===== src/rtl/uart8_transmitter.sv =====
// uart8_transmitter
//
// 8-bit UART transmitter. Accepts a byte over a valid/ready handshake and
// serialises it as one start bit (low), eight data bits LSB first, an
// optional even-parity bit and STOP_BITS stop bits (high). Every bit is held
// for CLKS_PER_BIT clocks of the 16x baud clock.
//
// Optional feature: define UART_TX_PARITY_EN to insert one even-parity bit
// (XOR of the data bits) after data bit 7. Without it the PARITY state and
// the parity register do not exist and the frame is one bit shorter.
//
// Parameters:
//   CLKS_PER_BIT  clocks per serial bit (>= 2)
//   STOP_BITS     number of stop bits (1 or 2)
//
// Ports:
//   clk      16x baud clock, rising edge
//   rst      asynchronous, active-high reset
//   en       block enable; low aborts any frame and holds the block idle
//   data_in  byte to send, sampled only on acceptance
//   valid    data_in is valid; held until accepted
//   ready    high only while idle with en=1; valid&ready accepts the byte
//   tx       serial line, idles high
//   busy     high from the cycle after acceptance until the frame ends
//   done     one-cycle pulse on the last clock of the final stop bit
//
// All outputs are registered: the next-state logic computes the next value
// of every output from the next state, so no input reaches an output
// combinationally.

module uart8_transmitter #(
  parameter int CLKS_PER_BIT = 16,
  parameter int STOP_BITS    = 1
) (
  input  logic       clk,
  input  logic       rst,
  input  logic       en,
  input  logic [7:0] data_in,
  input  logic       valid,
  output logic       ready,
  output logic       tx,
  output logic       busy,
  output logic       done
);

  localparam int CW = (CLKS_PER_BIT > 1) ? $clog2(CLKS_PER_BIT) : 1;
  localparam logic [CW-1:0] CNT_LAST = CW'(CLKS_PER_BIT - 1);
  // The stop counter only needs to tell the first of two stop bits from the last.
  localparam logic STOP_LAST = (STOP_BITS == 2) ? 1'b1 : 1'b0;

  typedef enum logic [2:0] {
    IDLE      = 3'd0,
    START_BIT = 3'd1,
    DATA_BITS = 3'd2,
`ifdef UART_TX_PARITY_EN
    PARITY    = 3'd3,
`endif
    STOP_BIT  = 3'd4
  } state_t;

  state_t        state, state_n;
  logic [CW-1:0] clk_cnt, clk_cnt_n;
  logic [2:0]    bit_idx, bit_idx_n;
  logic          stop_cnt, stop_cnt_n;
  logic [7:0]    shift_reg, shift_n;
`ifdef UART_TX_PARITY_EN
  logic          parity_bit, parity_n;
`endif
  logic          tx_n, ready_n, busy_n, done_n;
  logic          bit_end;

  always_ff @(posedge clk or posedge rst) begin
    if (rst) begin
      state      <= IDLE;
      clk_cnt    <= '0;
      bit_idx    <= '0;
      stop_cnt   <= 1'b0;
      shift_reg  <= '0;
`ifdef UART_TX_PARITY_EN
      parity_bit <= 1'b0;
`endif
      tx         <= 1'b1;
      ready      <= 1'b0;
      busy       <= 1'b0;
      done       <= 1'b0;
    end else begin
      state      <= state_n;
      clk_cnt    <= clk_cnt_n;
      bit_idx    <= bit_idx_n;
      stop_cnt   <= stop_cnt_n;
      shift_reg  <= shift_n;
`ifdef UART_TX_PARITY_EN
      parity_bit <= parity_n;
`endif
      tx         <= tx_n;
      ready      <= ready_n;
      busy       <= busy_n;
      done       <= done_n;
    end
  end

  always_comb begin
    state_n    = state;
    clk_cnt_n  = clk_cnt;
    bit_idx_n  = bit_idx;
    stop_cnt_n = stop_cnt;
    shift_n    = shift_reg;
`ifdef UART_TX_PARITY_EN
    parity_n   = parity_bit;
`endif
    tx_n       = 1'b1;
    ready_n    = 1'b0;
    busy_n     = 1'b0;
    done_n     = 1'b0;
    bit_end    = (clk_cnt == CNT_LAST);

    if (!en) begin
      // Abort: the byte in flight is dropped and no done pulse is produced.
      state_n    = IDLE;
      clk_cnt_n  = '0;
      bit_idx_n  = '0;
      stop_cnt_n = 1'b0;
    end else begin
      // Inside a frame the bit-time counter free-runs and wraps at the bit end.
      if (state != IDLE) begin
        clk_cnt_n = bit_end ? '0 : clk_cnt + CW'(1);
      end

      case (state)
        IDLE: begin
          if (valid && ready) begin
            shift_n   = data_in;
`ifdef UART_TX_PARITY_EN
            parity_n  = ^data_in;
`endif
            clk_cnt_n = '0;
            state_n   = START_BIT;
          end
        end
        START_BIT: begin
          if (bit_end) state_n = DATA_BITS;
        end
        DATA_BITS: begin
          if (bit_end) begin
            // 7 -> 0 wrap leaves the index ready for the next frame.
            bit_idx_n = bit_idx + 3'd1;
            if (bit_idx == 3'd7) begin
`ifdef UART_TX_PARITY_EN
              state_n = PARITY;
`else
              state_n = STOP_BIT;
`endif
            end
          end
        end
`ifdef UART_TX_PARITY_EN
        PARITY: begin
          if (bit_end) state_n = STOP_BIT;
        end
`endif
        STOP_BIT: begin
          if (bit_end) begin
            if (stop_cnt == STOP_LAST) begin
              stop_cnt_n = 1'b0;
              state_n    = IDLE;
            end else begin
              stop_cnt_n = 1'b1;
            end
          end
        end
        default: begin
          state_n = IDLE;
        end
      endcase
    end

    // Registered outputs are decoded from where the FSM will be next cycle.
    case (state_n)
      START_BIT: tx_n = 1'b0;
      DATA_BITS: tx_n = shift_n[bit_idx_n];
`ifdef UART_TX_PARITY_EN
      PARITY:    tx_n = parity_n;
`endif
      default:   tx_n = 1'b1;
    endcase

    busy_n  = (state_n != IDLE);
    ready_n = en && (state_n == IDLE);
    done_n  = (state_n == STOP_BIT) && (clk_cnt_n == CNT_LAST) &&
              (stop_cnt_n == STOP_LAST);
  end

endmodule

===== config.mk =====
export PLATFORM = sky130hd
export DESIGN_NAME = uart8_transmitter
export DESIGN_NICKNAME = d
export VERILOG_FILES = /design/src/rtl/uart8_transmitter.sv
export SDC_FILE = /design/constraint.sdc
export NUM_CORES = 1
export LEC_CHECK = 0
export BUFFER_PORTS_ARGS = -buffer_cell sky130_fd_sc_hd__buf_2
export CORE_MARGIN = 2
export CORE_UTILIZATION = 53
export DETAILED_ROUTE_END_ITERATION = 10
export PLACE_DENSITY = 0.79
export SLEW_MARGIN = 25
export SYNTH_ARGS = -nofsm -noshare
export SYNTH_HDL_FRONTEND = slang
export SYNTH_SLANG_ARGS = --single-unit

===== constraint.sdc =====
create_clock -name clk -period 5.35 [get_ports clk]
set_input_delay 0.2675 -clock clk [delete_from_list [all_inputs] [get_ports clk]]
set_output_delay 0.2675 -clock clk [all_outputs]
set_load 0.01 [all_outputs]

**Word-level counts from Yosys, hierarchy flattened**

Index checks and enable logic that the tools add are counted.

- Input bits: 12
- Logic and storage cells: 56
- Output and inout port bits: 4
- Flip-flop bits (word level): 23

- Eq/ne operators: 9
- Reduce and logical (&&, ||, !) cells: 8
- Multiplexer cells: 26
- Add/subtract/negate cells: 2
- Order comparisons: 1
- Bitwise gates (word level): 1

Operators with widths:

| kind | number |
|---|---|
| 3-bit two-way mux | 10 |
| 8-bit two-way mux | 3 |
| 4-bit two-way mux | 5 |
| 3-bit one-hot mux with 4 select lines | 1 |
| 3-bit == test (second input constant) | 3 |
| 4-bit == test (second input constant) | 2 |
| 3-bit by 1-bit == test with 1-bit output (second input constant) | 2 |
| 3-bit by 2-bit == test with 1-bit output (second input constant) | 2 |
| 3-bit logical NOT | 2 |
| 3-bit nonzero test | 2 |
| 1-bit two-way mux | 5 |
| 4-bit by 1-bit adder with 4-bit output (second input constant) | 1 |
| 1-bit logical AND | 4 |
| 3-bit by 4-bit less-than comparator with 1-bit output (second input constant) | 1 |
| 3-bit by 1-bit adder with 3-bit output (second input constant) | 1 |
| 1-bit binary-select mux with 3-bit select | 1 |
| 1-bit one-hot mux with 2 select lines | 1 |
| 1-bit inverter | 1 |

**Logic depth before layout (Yosys ltp)**

- Depth in word-level cells: 9
- Gate-level depth with buffers: 9
- Mapped depth without buffers: 8

**Least setup slack after synthesis**

No wires, ideal clock.

- Path kind: reg-to-reg
- From: register clk_cnt[0]
- To: register done
- Path buffers: 1
- Slack: 3.368 ns
- Data required time: 5.270 ns
- Cell stages (with the launch flop): 8
- Period minus slack after synthesis: 1.982 ns
- Arrival time: 1.902 ns
- Library setup time: 0.080 ns
- Cells stage by stage: dfrtp_1 > ha_1 > and3_1 > buf_6 > nand4b_1 > a211o_1 > or4_4 > nor3b_2

- Cells in the longest elaborated chain, start to end: 9
- Elaborated cells on any way between the ends: 20
- Classes of those cells: add/sub (1); eq/ne (3); mux (13); bitwise (1); reduce/logical (2)

RTL lines:

| element | line | source |
|---|---|---|
| start: declaration | 62 | `logic [CW-1:0] clk_cnt, clk_cnt_n;` |
| start signal: assignment | 88 | `clk_cnt <= clk_cnt_n;` |
| 4-bit by 1-bit adder with 4-bit output or 4-bit == test (tied branches) | 126, 115 |  |
| 4-bit two-way mux | 126 | `clk_cnt_n = bit_end ? '0 : clk_cnt + CW'(1);` |
| 4-bit two-way mux | 125 | `if (state != IDLE) begin` |
| 4-bit two-way mux | 131 | `if (valid && ready) begin` |
| 4-bit two-way mux | 129 | `case (state)` |
| 4-bit two-way mux | 117 | `if (!en) begin` |
| 4-bit == test | 189 | `done_n = (state_n == STOP_BIT) && (clk_cnt_n == CNT_LAST) &&` |
| 1-bit logical AND | 189 |  |
| 1-bit logical AND * | 189 |  |
| named net done_n | 69 | `logic tx_n, ready_n, busy_n, done_n;` |
| end signal: assignment | 98 | `done <= done_n;` |
| end: declaration | 43 | `output logic done` |

The timed path passes the listed nets; every way through them passes the cells marked *.

**Worst setup path after layout**

Same ends and word-level chain as after synthesis.

==> flow_summary_export.csv <==
group,metric,value,unit
detailed_routing,dr.pass1.iters,4,
yosys,synth_common_cells,"dfrtp_1, nor2_1, o21ai_0",
worst_setup_path,start_kind,"flop",
grt,grt_first_pass_wirelength,4022,um
sta,rsz0062_at_grt,"false",
final_layout,multi_input_area,569.3,sq um
placed_design,gp_congestion,0.8432,
placed_design,dp_hpwl,1696,um
grt,track_usage,0.2092,
sta,slew_headroom,0.4367,
yosys,yosysWarnings,0,
clock_tree,clock_sinks,23,
worst_setup_path,cp.arrival,2.46,ns
placed_design,placed_cells,154,
yosys,ys_types,38,
clock_tree,clk_pin_slew,0.12,ns
final_layout,diodes,0,
detailed_routing,avgRoutedWirePerCell,14.40,um
worst_setup_path,crit_path_cell_trace,"ha_1, and3_1, nand4b_1, a211o_1, or4_4, nor3b_2",
yosys,netlist_top_cells_area,"dfrtp_1, mux2_2, o21ai_0, ha_1, nand3_1",
yosys,synth_area,0.001199,sq mm
pwr,p_comb_frac,0.149,
yosys,yosys.area.top_type_share,0.4593,
worst_setup_path,worst_ep_required_time,5.59,ns
yosys,synth_nets,130,
worst_setup_path,reg2reg_slack,3.13,ns
pwr,power_density,251.9,mW/mm^2
worst_setup_path,slowest_delay,0.49,ns
grt,grt.busiest_layer,"met2",
sta,finalMaxSlewViolations,0,
sta,final.setup.tns,0,ns
detailed_routing,drcViolationCount,0,
sta,hold_viol,0,
detailed_routing,drt-total-wl,2275,um
floorplan,die_h,51.56,um
sta,fin_skew,0.003759,ns
grt,grt_overflow,0,
final_layout,post-route-util,0.5998,
sta,setup_viol,0,
floorplan,dieWidth,51.56,um
clock_tree,cts_max_level,1,
final_layout,largest_reg_flops,8,
worst_setup_path,worstSetupPathType,"reg -> reg",
pwr,clkPwrFrac,0.243,
worst_setup_path,crit_path_end_kind,"flop",
yosys,synth_cells,115,
pwr,p_leak,0.6197,nW
pwr,internal_power,244.3,uW
sta,tightest_slew,0.8441,ns
yosys,synth_ff_type,"dfrtp_1",
pwr,p_seq_frac,0.608,
floorplan,core_area,0.002170,sq mm
worst_setup_path,path_max_fanout,7,
job,maxCapViolCount,0,
status,run_status,"finished, final reports clean",
floorplan,fp-row-count,17,
detailed_routing,ant_nets,0,
clock_tree,ctsHoldBuffers,0,
floorplan,fp.dieArea,0.002658,sq mm
yosys,syn_avg_cell_area,10.42,sq um
detailed_routing,viasPerCell,5.861,
clock_tree,numCtsBuffers,3,
grt,grt_pass1_vias,934,
yosys,synth_top_area_cell,"dfrtp_1",
yosys,synth.most_common_cell,"dfrtp_1",
final_layout,regArea,576.8,sq um
worst_setup_path,cp_top_family,"simple AND/OR/NAND/NOR gates",
grt,grt_max_degree,24,
sta,fmax,450.9,MHz
detailed_routing,first_iter_violations,15,
floorplan,pin_count,16,
clock_tree,cts_root_buf,"clkbuf_4",
worst_setup_path,path_buf_inv,0,
pwr,switching_power,83.47,uW
yosys,synth_edf_count,0,
grt,grt_use_met2,0.3590,
yosys,yosysSeqAreaShare,0.4812,
floorplan,initial_core_util,0.5525,
final_layout,areaGrowthSynthToFinish,8.560,%
detailed_routing,routed-via-count,926,
clock_tree,cts_tree,"yes",
clock_tree,clkLatencyLatePin,0.31,ns
sta,fin_hold_ws,0.1035,ns
worst_setup_path,slowest_stage,"or4_4",
min_path,worst_hold_path_type,"in -> async",
pwr,ir_drop,0.0002161,V
placed_design,portBuffers,15,
grt,antenna_found_initial,0,
clock_tree,ctsResizeCount,0,
final_layout,drive_above_1_share,0.2615,
clock_tree,cts_setup_buffers,0,
grt,grtUsageMet3,0.03448,
yosys,ys_async_sr_fraction,1.000,
yosys,synth_seq_cells,23,
grt,met1_usage,0.2538,
final_layout,nFillCells,197,
pwr,sw_frac_of_total,0.2547,
sta,fin_crit_sh,0.4145,
final_layout,fin_cells,158,
clock_tree,clock_path_buffers,2,
sta,fin_crit,2.218,ns
final_layout,nets,146,
## cell families after synthesis
family,Yosys count,share of synthesized area
buf+inv,9,0.04383
simple gates,44,0.2224
mux,9,0.08247
flops,23,0.4812
compound gates,27,0.1388
fa+ha+maj,3,0.03132
## path summary, 6_finish.rpt
path,cells past startpoint,endpoint,from
worst min-delay path,2,clk_cnt[0]$_DFF_PP0_,rst
worst max-delay path,6,done$_DFF_PP0_,clk_cnt[0]$_DFF_PP0_
max in group asynchronous,2,bit_idx[1]$_DFF_PP0_,rst
min in group clk,2,shift_reg[1]$_DFF_PP0_,data_in[1]
worst min register to register,1,shift_reg[5]$_DFF_PP0_,shift_reg[5]$_DFF_PP0_
worst max register to register,6,done$_DFF_PP0_,clk_cnt[0]$_DFF_PP0_
## cell type report
class | instances | share of cell area
Clock buffer | 4 | 0.02019
Tap cell | 28 | 0.02692
Inverter | 5 | 0.01442
Multi-Input combinational cell | 83 | 0.4375
Sequential cell | 23 | 0.4433
Timing Repair Buffer | 15 | 0.05769
## layout by cell type (no fill, tap or decap), types with 2 or more instances in the layout
master	instances
mux2i_1	2
nand4b_1	2
and2b_2	2
o21ai_0	8
inv_1	4
nor2_1	9
nor3_1	3
o211ai_1	4
mux2_2	7
nand2_1	7
a31oi_1	3
dfrtp_1	22
nand3_1	7
a21oi_1	6
ha_1	3
buf_2	15
nor3b_2	2
clkbuf_4	3
## worst reg2reg max path, stage by stage (launching register included)
cell and delay (ns):
dfrtp_1 0.45, ha_1 0.23, and3_1 0.32, nand4b_1 0.15, a211o_1 0.35, or4_4 0.49
nor3b_2 0.16
## through the flow
step	setup slack, ns	power, mW	instance area [sq um]
2_1_floorplan	3.368	0.2378	1199
4_1_cts	3.119	0.3311	1301
6_report	3.132	0.3277	1301
3_5_place_dp	3.165	0.2523	1275
5_1_grt	2.973	0.3460	1301
3_3_place_gp	3.227	0.2504	1275
## power by group through the flow
stage	sequential (mW)	combinational, mW	clock, mW
detailed placement	0.203	0.0495	0
global route	0.201	0.0557	0.0890
floorplan	0.201	0.0372	0
finish	0.199	0.0489	0.0796
global placement	0.202	0.0484	0
CTS	0.199	0.0495	0.0821
## per-layer routing
metal  wire length, um  up-vias  share of wire
met4                55        0          0.024
met3                93        7          0.041
met5                 0        -              0
met1               992      446           0.44
met2              1134       28           0.50
li1                  -      445              -
No activity file was read; power rests on OpenSTA's default activity.
